## config.mk

```make
export PLATFORM = sky130hd
export DESIGN_NAME = sockit_spi_arb_flat
export DESIGN_NICKNAME = d
export VERILOG_FILES = /design/src/rtl/sockit_spi_pkg.sv /design/src/rtl/sockit_spi_arb_if.sv /design/src/rtl/sockit_spi_arb_tmr.sv /design/src/rtl/sockit_spi_arb.sv /design/src/flat_wrapper.sv
export SDC_FILE = /design/constraint.sdc
export NUM_CORES = 1
export LEC_CHECK = 0
export ABC_AREA = 1
export BUFFER_PORTS_ARGS = -buffer_cell sky130_fd_sc_hd__buf_2
export CAP_MARGIN = 25
export CORE_ASPECT_RATIO = 1.75
export CORE_MARGIN = 4
export CORE_UTILIZATION = 32
export CTS_BUF_LIST = sky130_fd_sc_hd__clkbuf_4 sky130_fd_sc_hd__clkbuf_8
export DETAILED_ROUTE_END_ITERATION = 10
export GPL_ROUTABILITY_DRIVEN = 1
export PLACE_DENSITY = 0.85
export SYNTH_ARGS = -nofsm -noshare
export SYNTH_HDL_FRONTEND = slang
export SYNTH_SLANG_ARGS = --single-unit
```

## constraint.sdc

```tcl
create_clock -name clk -period 2.16 [get_ports clk]
set_input_delay 0.432 -clock clk [delete_from_list [all_inputs] [get_ports clk]]
set_output_delay 0.432 -clock clk [all_outputs]
set_load 0.005 [all_outputs]
```

## src/rtl/sockit_spi_pkg.sv

```systemverilog
// Shared constants and types for the SPI command-port arbiter.
// Field positions of the command control word and the arbiter FSM state type.
package sockit_spi_pkg;

    localparam int CTL_CKE = 0;
    localparam int CTL_SSO = 1;
    localparam int CTL_DOE = 2;
    localparam int CTL_DIE = 3;
    localparam int CTL_IOM = 4;
    localparam int CTL_PKM = 6;
    localparam int CTL_LEN = 7;

    typedef enum logic [1:0] {
        IDLE = 2'd0,
        OWN0 = 2'd1,
        OWN1 = 2'd2
    } arb_state_t;

    // One-hot owner vector as seen on arb_gnt
    function automatic logic [1:0] gnt_of(arb_state_t s);
        return {s == OWN1, s == OWN0};
    endfunction

endpackage

```

## src/rtl/sockit_spi_arb_if.sv

```systemverilog
// Valid/ready command channel (ctl + data) between a requester and the SPI datapath.
// The producer of a command uses the master modport, the consumer the slave modport.
interface sockit_spi_arb_if #(
    parameter int CCO = 12,
    parameter int CDW = 32
);
    logic           vld;
    logic [CCO-1:0] ctl;
    logic [CDW-1:0] dat;
    logic           rdy;

    modport master (output vld, ctl, dat, input rdy);
    modport slave  (input vld, ctl, dat, output rdy);
endinterface

```

## src/rtl/sockit_spi_arb_tmr.sv

```systemverilog
// Idle-owner timeout counter for the arbiter lock (used with SOCKIT_SPI_ARB_TMO_EN).
// done_o fires in the TMO-th consecutive incrementing cycle since the last clear.
module sockit_spi_arb_tmr #(
    parameter int TMO = 256,
    parameter int TMW = $clog2(TMO + 1)
) (
    input  logic clk,
    input  logic rst,
    input  logic clr_i,
    input  logic inc_i,
    output logic done_o
);
    logic [TMW-1:0] cnt_q, cnt_d;

    assign done_o = inc_i && (cnt_q == TMW'(TMO - 1));

    always_comb begin
        cnt_d = cnt_q;
        if (clr_i)
            cnt_d = '0;
        else if (inc_i)
            cnt_d = cnt_q + TMW'(1);
    end

    always_ff @(posedge clk or posedge rst) begin
        if (rst)
            cnt_q <= '0;
        else
            cnt_q <= cnt_d;
    end
endmodule

```

## src/rtl/sockit_spi_arb.sv

```systemverilog
// Two-requester lock arbiter in front of the SPI command port; the owner keeps the
// grant until it transfers a command with sso=0. Optional timeout: SOCKIT_SPI_ARB_TMO_EN.
module sockit_spi_arb
    import sockit_spi_pkg::*;
#(
    parameter int CCO = 12,
    parameter int CDW = 32,
    parameter int TMO = 256,
    parameter int TMW = $clog2(TMO + 1)
) (
    input  logic             clk,
    input  logic             rst,
    sockit_spi_arb_if.slave  r0,
    sockit_spi_arb_if.slave  r1,
    sockit_spi_arb_if.master cmd,
    output logic [1:0]       arb_gnt,
    output logic             arb_tmo
);
    arb_state_t     state_q, state_d;
    logic           ptr_q, ptr_d;
    logic           own_vld;
    logic [CCO-1:0] own_ctl;
    logic [CDW-1:0] own_dat;
    logic           trn, rel, tmo_done;

    // Owner's channel is passed straight through; nothing is registered on the data path
    always_comb begin
        own_vld = 1'b0;
        own_ctl = '0;
        own_dat = '0;
        case (state_q)
            OWN0: begin
                own_vld = r0.vld;
                own_ctl = r0.ctl;
                own_dat = r0.dat;
            end
            OWN1: begin
                own_vld = r1.vld;
                own_ctl = r1.ctl;
                own_dat = r1.dat;
            end
            default: ;
        endcase
    end

    assign cmd.vld = own_vld;
    assign cmd.ctl = own_ctl;
    assign cmd.dat = own_dat;
    assign r0.rdy  = (state_q == OWN0) && cmd.rdy;
    assign r1.rdy  = (state_q == OWN1) && cmd.rdy;
    assign arb_gnt = gnt_of(state_q);

    assign trn = own_vld && cmd.rdy;
    assign rel = trn && !own_ctl[CTL_SSO];

    // Release always passes through IDLE, so a waiting requester is granted one cycle later
    always_comb begin
        state_d = state_q;
        ptr_d   = ptr_q;
        case (state_q)
            IDLE: begin
                if (r0.vld && r1.vld)
                    state_d = ptr_q ? OWN1 : OWN0;
                else if (r0.vld)
                    state_d = OWN0;
                else if (r1.vld)
                    state_d = OWN1;
            end
            OWN0, OWN1: begin
                if (rel || tmo_done) begin
                    state_d = IDLE;
                    ptr_d   = (state_q == OWN0);
                end
            end
            default: state_d = IDLE;
        endcase
    end

    always_ff @(posedge clk or posedge rst) begin
        if (rst) begin
            state_q <= IDLE;
            ptr_q   <= 1'b0;
        end else begin
            state_q <= state_d;
            ptr_q   <= ptr_d;
        end
    end

`ifdef SOCKIT_SPI_ARB_TMO_EN
    logic tmo_q;

    // Counter is held clear in IDLE, so it starts from zero on every new grant
    sockit_spi_arb_tmr #(
        .TMO (TMO),
        .TMW (TMW)
    ) u_tmr (
        .clk    (clk),
        .rst    (rst),
        .clr_i  ((state_q == IDLE) || trn),
        .inc_i  ((state_q != IDLE) && !own_vld),
        .done_o (tmo_done)
    );

    always_ff @(posedge clk or posedge rst) begin
        if (rst)
            tmo_q <= 1'b0;
        else
            tmo_q <= tmo_done;
    end

    assign arb_tmo = tmo_q;
`else
    assign tmo_done = 1'b0;
    assign arb_tmo  = 1'b0;
`endif
endmodule
```

## src/flat_wrapper.sv

```systemverilog
// flat-port wrapper written by rule: the top's interface ports become plain ports
module sockit_spi_arb_flat import sockit_spi_pkg::*;
#(
    parameter int CCO = 12,
    parameter int CDW = 32,
    parameter int TMO = 256,
    parameter int TMW = $clog2(TMO + 1)
)
  (clk, rst, arb_gnt, arb_tmo, r0_vld, r0_ctl, r0_dat, r0_rdy, r1_vld, r1_ctl, r1_dat, r1_rdy, cmd_vld, cmd_ctl, cmd_dat, cmd_rdy);
  sockit_spi_arb_if #(.CCO(CCO), .CDW(CDW)) r0_i ();
  sockit_spi_arb_if #(.CCO(CCO), .CDW(CDW)) r1_i ();
  sockit_spi_arb_if #(.CCO(CCO), .CDW(CDW)) cmd_i ();
  input  logic clk;
  input  logic rst;
  output logic [1:0] arb_gnt;
  output logic arb_tmo;
  input wire logic [$bits(r0_i.vld)-1:0] r0_vld;
  input wire logic [$bits(r0_i.ctl)-1:0] r0_ctl;
  input wire logic [$bits(r0_i.dat)-1:0] r0_dat;
  output wire logic [$bits(r0_i.rdy)-1:0] r0_rdy;
  input wire logic [$bits(r1_i.vld)-1:0] r1_vld;
  input wire logic [$bits(r1_i.ctl)-1:0] r1_ctl;
  input wire logic [$bits(r1_i.dat)-1:0] r1_dat;
  output wire logic [$bits(r1_i.rdy)-1:0] r1_rdy;
  output wire logic [$bits(cmd_i.vld)-1:0] cmd_vld;
  output wire logic [$bits(cmd_i.ctl)-1:0] cmd_ctl;
  output wire logic [$bits(cmd_i.dat)-1:0] cmd_dat;
  input wire logic [$bits(cmd_i.rdy)-1:0] cmd_rdy;
  assign r0_i.vld = r0_vld;
  assign r0_i.ctl = r0_ctl;
  assign r0_i.dat = r0_dat;
  assign r0_rdy = r0_i.rdy;
  assign r1_i.vld = r1_vld;
  assign r1_i.ctl = r1_ctl;
  assign r1_i.dat = r1_dat;
  assign r1_rdy = r1_i.rdy;
  assign cmd_vld = cmd_i.vld;
  assign cmd_ctl = cmd_i.ctl;
  assign cmd_dat = cmd_i.dat;
  assign cmd_i.rdy = cmd_rdy;
  sockit_spi_arb #(.CCO(CCO), .CDW(CDW), .TMO(TMO), .TMW(TMW)) u_core (.clk(clk), .rst(rst), .r0(r0_i), .r1(r1_i), .cmd(cmd_i), .arb_gnt(arb_gnt), .arb_tmo(arb_tmo));
endmodule
```

==> results of run 1 <==
## path summary, 6_finish.rpt
path	start	endpoint	slack [ns]
setup / recovery	u_core.state_q[1]	cmd_dat[25]	0.15
min in group clk	u_core.ptr_q	u_core.ptr_q	0.49
hold / removal	rst	u_core.state_q[1]	0.08
max in group asynchronous	rst	u_core.ptr_q	1.94
hold reg to reg	u_core.ptr_q	u_core.ptr_q	0.49
setup reg to reg	u_core.state_q[1]	u_core.state_q[0]	0.59
## cells in the mapped netlist, drive strengths merged
cell type  count
nor2           4
conb           1
a21oi         44
buf           15
ha             3
o21ai          2
inv           10
dfrtp          3
nand3          4
nand2        103
## report_power, final
part | internal (uW) | leakage, uW | switching (uW)
Clock | 139 | 0.0000262 | 41.2
Combinational | 557 | 0.000932 | 807
Sequential | 81.6 | 0.0000392 | 15.6
## registers in the layout (all words and copies together) (netlist names)
signal,cells
u_core.ptr_q,1
u_core.state_q,2
## cells in the final DEF (no fill, tap or decap)
cell type,instances
sky130_fd_sc_hd__buf_12,1
sky130_fd_sc_hd__nand2_2,4
sky130_fd_sc_hd__o21ai_1,1
sky130_fd_sc_hd__clkbuf_8,3
sky130_fd_sc_hd__ha_1,2
sky130_fd_sc_hd__buf_4,4
sky130_fd_sc_hd__clkbuf_4,1
sky130_fd_sc_hd__nand3_1,3
sky130_fd_sc_hd__buf_6,1
sky130_fd_sc_hd__nor2_1,3
sky130_fd_sc_hd__ha_2,1
sky130_fd_sc_hd__dfrtp_1,3
sky130_fd_sc_hd__nand2_1,99
sky130_fd_sc_hd__conb_1,1
sky130_fd_sc_hd__buf_2,141
sky130_fd_sc_hd__inv_1,8
sky130_fd_sc_hd__o21ai_4,1
sky130_fd_sc_hd__a21oi_1,44
sky130_fd_sc_hd__nor2_4,1
sky130_fd_sc_hd__inv_4,1
sky130_fd_sc_hd__inv_2,1
sky130_fd_sc_hd__nand3_2,1
## routing by layer
layer	vias to the layer above	wire length (um)	track usage (%)
met4	0	61	8.356
li1	865	-	-
met3	7	390	5.441
met1	672	1525	22.03
met5	-	0	0
met2	76	2232	38.87
## worst max-delay path, cell delays in order (launching register included)
cell and delay (ns):
sky130_fd_sc_hd__dfrtp_1 0.36, sky130_fd_sc_hd__inv_1 0.08, sky130_fd_sc_hd__ha_2 0.38, sky130_fd_sc_hd__inv_4 0.09, sky130_fd_sc_hd__buf_4 0.19, sky130_fd_sc_hd__a21oi_1 0.13, sky130_fd_sc_hd__buf_2 0.13
## final cells by class
type | instances | area, um^2 | area share, %
flip-flops and latches | 3 | 75.07 | 4.431
inverters | 10 | 40.04 | 2.363
repair buffers | 147 | 767.0 | 45.27
multi-input cells | 161 | 729.5 | 43.06
clock buffers | 4 | 48.80 | 2.880
well taps | 27 | 33.78 | 1.994
## kinds of logic after synthesis
logic type / synth area share, %
compound gates: 26.19
simple gates: 48.17
buf+inv: 13.03
other cells: 0.4067
flops: 8.141
fa+ha+maj: 4.071
## repair_timing
| item | 4_1_cts | 5_1_grt |
|---|---|---|
| hold buffers | 0 | 0 |
| endpoints found under the setup margin | 0 | 15 |
| resized for setup | 0 | 3 |
## through the flow
stage / power [uW] / setup slack (ns) / cell area [um^2] / std cells
finish: 1641 / 0.1521 / 1694 / 352
global placement: 1427 / 0.3669 / 1637 / 348
detailed placement: 1451 / 0.3049 / 1637 / 348
CTS: 1642 / 0.06589 / 1685 / 352
global route: 1836 / 0.04045 / 1694 / 352
floorplan: 944.4 / 0.5481 / 922.1 / 189
==> summary by stage, run 1 <==
Run status
The run finished with clean final reports.

Floorplanning
The floorplan step set the die width to ~49 um. During I/O placement, the number of pins put on the boundary was ~140. Once the floorplan was initialized, standard cells occupied about a third of the core. Row generation in the floorplan step produced 25 rows. The core region is 2721 um^2. The overall die height is roughly 79 um. The overall die area is about 3800 um^2.

Final layout
The post-route netlist has around half of its cells at a drive strength greater than 1. The number of nets in the layout is between 400 and 500. The area growth from synthesis to layout is 83.72%. The number of diodes is 0. At the end of the flow the core is filled with cells to 62.25%. After filler insertion, the fill cell instance count of the layout stands at between 200 and 300.

Yosys
Ranked by total cell area, the synthesized netlist is headed by sky130_fd_sc_hd__nand2_1 40%, sky130_fd_sc_hd__a21oi_1 24%, sky130_fd_sc_hd__dfrtp_1 8.1%. Of the synthesized area, sequential elements account for 8.141%. The post-synthesis net count is 285. The Yosys step of the flow raised 0 warnings. The number of flip-flops and latches in the synthesized netlist is 3. Of all cell types, the one taking the most synthesized area is sky130_fd_sc_hd__nand2_1. Synthesis handed over a netlist of between 150 and 200 instances. The number of library cell types mapped by synthesis is 16. After synthesis the cells add up to just over 900 um^2. The mean instance size in the synthesized netlist is about 5 um^2. The area share of the largest cell type after synthesis is approximately 40%.

Clocking
The post-CTS setup repair buffer count is 0. Buffers inserted during clock tree synthesis total 3. The number of clock sinks is 3. The CTS root buffer is sky130_fd_sc_hd__clkbuf_8. The clock slew seen by the registers of the worst setup and hold paths is about 0.030 ns.

The clock tree from TritonCTS is done. The clock latency reported for the late side of the worst-skew pair is 0.22 ns. The deepest level of the CTS H-tree is 1. The longest clock path from root to sink contains 2 buffers.

Setup path
The depth of the most critical reg-to-reg path is 10. Data on the critical path is required at its endpoint by 1.73 ns. The worst setup path is of the reg2out kind.

The worst setup path is launched from a flip-flop. The largest fanout of any net on the critical path is 14. The worst setup path is captured at an output pin. For the worst setup path, the data arrival time is about 1.6 ns.

Power and ir drop
The total leakage power is 0.0009971 uW. The total power divided by cell area is roughly 970 nW/um^2. The worst-case vdd ir drop is ~0.00080 V.

Drt
The count of antenna-violating nets left after detailed routing is 0. The final route contains about 1600 vias. After detailed routing, the number of remaining DRC violations is 0.

The post-detailed-route wirelength per cell is 11.96 um. After detailed routing, the number of vias per cell comes to around 4.6. The final wirelength is between 4000 and 5000 um. The violation count after the first detailed-route iteration is 32.

The detailed-routing iteration count for the pre-antenna-repair pass is 4.

Timing
Setup violations remaining at the end of the flow were counted as 0. Setup repair after global routing left no endpoint under its margin. After layout, the worst path uses 92.96% of the clock period. In the final timing run, aggregate negative setup slack is 0 ns.

The worst hold slack after final layout is about 0.08 ns. The max-slew violation total from the final report is 0. The post-route clock skew is about 0.00005 ns. The number of hold-slack violations in the final timing report is 0. The maximum achievable frequency is approximately 0.50 GHz. The worst path in the final design needs a cycle of roughly 2.0 ns, including I/O delays and setup.

GRT
The number of global-route vias before repair was 1631. The overflow left after global routing is 0. The total routing usage reported by global routing is between 20% and 30%.

The first global-routing pass estimated 6851 um of wire. The largest net degree at the start of global routing is 29. The initial antenna violation count is 0.

Hold path
The tightest min-delay check is of the in2async type.

Placement
The detailed placer's ending HPWL is 3435 um. At the end of routability-driven placement, the weighted congestion stood at a little under 0.9. The port buffer count is ~140.

Job
The total of max-cap violations is 0.
(Power assumes the default switching activity.)
==> inputs of run 2 (changes only) <==
- RECOVER_POWER: unset -> 25
- SETUP_SLACK_MARGIN: unset -> 0.1
==> run 2 against run 1 <==
  * Sequential share of layout area is essentially flat
  * Utilization shrank 0.23 points
  * Clock power is essentially flat
  * Sequential power is essentially flat
  * Register-to-register slack lost 0.21 ns
  * Clock skew is essentially flat
==> summary by stage, run 2 (same netlist as run 1, synthesis figures left out) <==
Timing
The number of hold-slack violations in the final timing report came to 0 (unchanged). The shortest period the worst path allows came to 1.989 ns (-0.01924 ns). The max-slew violation total from the final report was 0 (unchanged). The post-route clock skew is 0.00006689 ns (+0.00001593 ns). The share of the clock period used by the worst path came to 92.07% (-0.89 points). Setup repair after global routing could not meet its margin everywhere.

The number of setup violations in the final report was 0 (unchanged). The setup TNS after final layout is 0 ns (unchanged). The maximum achievable frequency is 0.5028 GHz (+0.97%). The worst hold slack after final layout was 0.07835 ns (-0.001451 ns).

Drt
The detailed-routing iteration count for the pre-antenna-repair pass came to 4 (unchanged). The total via count after detailed routing is 1645 (+1.5%). The post-detailed-route wirelength per cell is 11.91 um (-0.43%). The count of antenna-violating nets left after detailed routing came to 0 (unchanged).

The via-per-instance ratio is 4.673 (+1.5%). The final wirelength was 4191 um (-0.43%). The violation count after the first detailed-route iteration came to 26 (-19%). The remaining design rule violation count came to 0 (unchanged).

Hold path
The class of the worst hold path is in2async.

Power and ir drop
The clock group share of total power was 11.0% (about the same). The total leakage power was 0.0009813 uW (-1.6%). The power share of the sequential group is 5.9% (about the same). The switching power total is 850.3 uW (-1.5%).

The combinational group share of total power is 83.0% (about the same). The internal power consumption is 781.6 uW (+0.56%). The fraction of power spent switching nets is 52.11% (-0.52 points).

The total power divided by cell area was 966.8 nW/um^2 (-0.18%). The worst-case vdd ir drop came to 0.0007916 V (-1.4%).

Final layout
The share of final-layout standard cells stronger than drive strength 1 is 47.69% (-1.8 points). The number of diodes is 0 (unchanged). The leading cell type in the layout, fill and taps excluded is sky130_fd_sc_hd__buf_2.

The combined area of the multi-input logic cells is 715.7 um^2 (-1.9%). In the layout the commonest cells are 137 x sky130_fd_sc_hd__buf_2, 100 x sky130_fd_sc_hd__nand2_1, 44 x sky130_fd_sc_hd__a21oi_1. The largest registers in the layout are u_core.state_q (2), u_core.ptr_q (1). The number of nets in the layout is 422 (unchanged). The area growth from synthesis to layout is 83.04%. The final cell count without fillers is 352 (unchanged). The filler cell count is 290 (+2.8%).

The top register by number of flip-flops is u_core.state_q. The area of all sequential standard cells is 75.07 um^2 (unchanged). The flip-flop count of the largest register, all copies and words added is 2 (unchanged).

Setup path
The data arrival time of the critical path came to 1.56 ns (-0.02 ns). The critical path goes through inv_1, ha_1, clkbuf_4, nand2_1, a21oi_1, buf_2. The worst setup path is captured at an output pin. The type of origin of the critical path is a flip-flop.

The largest fanout of any net on the critical path is 27 (+13). The worst setup path is of the reg2out kind. The critical path data required time is 1.73 ns (about the same). The stage delay of the slowest cell on the critical path is 0.38 ns (about the same).

The cell with the largest stage delay on the worst path is sky130_fd_sc_hd__dfrtp_1.

GRT
The first-pass GRT wire length is 6865 um (+0.20%). The initial antenna violation count is 0 (unchanged). The number of global-route vias before repair is 1633 (+0.12%). The total routing usage reported by global routing is 21.11% (+0.038 points). The largest net degree at the start of global routing is 29 (unchanged). The overflow left after global routing is 0 (unchanged).

Clocking
The number of clock sinks was 3 (unchanged). TritonCTS built the clock tree. The deepest level of the CTS H-tree is 1 (unchanged).

The cts-stage hold buffer count was 0 (unchanged). The CTS root buffer is sky130_fd_sc_hd__clkbuf_8. The clock latency reported for the late side of the worst-skew pair came to 0.22 ns (about the same). The worst-case clock buffer depth was 2 (unchanged). The total CTS buffers was 3 (unchanged).

The clock slew seen by the registers of the worst setup and hold paths came to 0.03 ns (about the same). The post-CTS setup repair buffer count is 0 (unchanged).

Placement
The routability-driven placement congestion ratio is 0.8943 (unchanged). The detailed placer's ending HPWL is 3435 um (unchanged). The port buffer count is 141 (unchanged). The number of placed cells counting well taps came to 348 (unchanged).

Run status
The flow ran to the end, and the final reports show no timing, DRC or antenna violations.

Floorplanning
The overall die area came to 3839 um^2 (unchanged). The overall die height came to 79.02 um (unchanged). The area inside the core boundary was 2721 um^2 (unchanged). The number of rows in the core area is 25 (unchanged). The I/O pin count is 143 (unchanged). The initial standard-cell utilization of the core is 33.89% (unchanged). The floorplan die width is 48.58 um (unchanged).

Job
The total of max-cap violations is 0 (unchanged).
==> run 2: cell count changes in the layout (fill, tap and decap cells not counted) <==
cell / previous run / this run
sky130_fd_sc_hd__buf_2: 141 / 137
sky130_fd_sc_hd__clkbuf_1: 0 / 4
sky130_fd_sc_hd__buf_4: 4 / 2
sky130_fd_sc_hd__buf_12: 1 / 2
sky130_fd_sc_hd__clkbuf_4: 1 / 2
sky130_fd_sc_hd__nand2_1: 99 / 100
sky130_fd_sc_hd__nand2_2: 4 / 3
sky130_fd_sc_hd__o21ai_0: 0 / 1
sky130_fd_sc_hd__o21ai_4: 1 / 0
==> run 2: final timing paths <==
path                                        start                end  slack [ns]  depth (start not counted)
min in group clk                     u_core.ptr_q       u_core.ptr_q        0.49                          2
worst min register to register       u_core.ptr_q       u_core.ptr_q        0.49                          2
max in group asynchronous                     rst       u_core.ptr_q        1.94                          2
worst max register to register  u_core.state_q[0]  u_core.state_q[0]        0.38                         10
worst max-delay path            u_core.state_q[1]        cmd_dat[19]        0.17                          6
worst min-delay path                          rst  u_core.state_q[1]        0.08                          2
==> run 2: per-layer routing <==
layer,track usage [%],vias up,part of all wire [%],wire [um]
li1,-,864,-,-
met1,22.15,686,35,1484
met4,8.356,0,1.5,62
met3,5.441,7,9.5,400
met5,0,-,0,0
met2,38.87,88,54,2244
==> run 2: metrics by stage <==
step | total power, uW | util (%) | setup slack, ns | area (um^2)
finish | 1632 | 62.02 | 0.1713 | 1688
global route | 1830 | 62.02 | 0.04197 | 1688
CTS | 1659 | 62.16 | 0.1197 | 1692
detailed placement | 1451 | 60.14 | 0.3049 | 1637
global placement | 1427 | 60.14 | 0.3669 | 1637
floorplan | 944.4 | - | 0.5481 | 922.1
==> run 2: layout make-up <==
cell class	count	share of cell area (%)
clock buffers	4	2.891
inverters	10	2.372
multi-input cells	161	42.40
flip-flops and latches	3	4.448
well taps	27	2.001
repair buffers	147	45.89
==> run 2: repair_timing <==
| action | in CTS | in global routing |
|---|---|---|
| endpoints found under the hold margin | 0 | 0 |
| gates cloned | 0 | 0 |
| endpoints found under the setup margin | 15 | 36 |
| pin swaps | 0 | 0 |
| resized for setup | 2 | 4 |
==> run 2: worst max-delay path, delay by kind of cell, from the launching register on <==
family	cells	cell delay, ns
flops	1	0.38
simple gates	1	0.10
buf+inv	3	0.53
fa+ha+maj	1	0.16
compound gates	1	0.16
==> run 2: power groups by stage <==
stage	Combinational, uW	Sequential (uW)	Clock, uW
after CTS	1380	97.0	185
after global placement	1330	96.0	0
after global routing	1540	100	186
after floorplan	850	94.3	0
after detailed placement	1350	97.4	0
final	1350	97.0	180
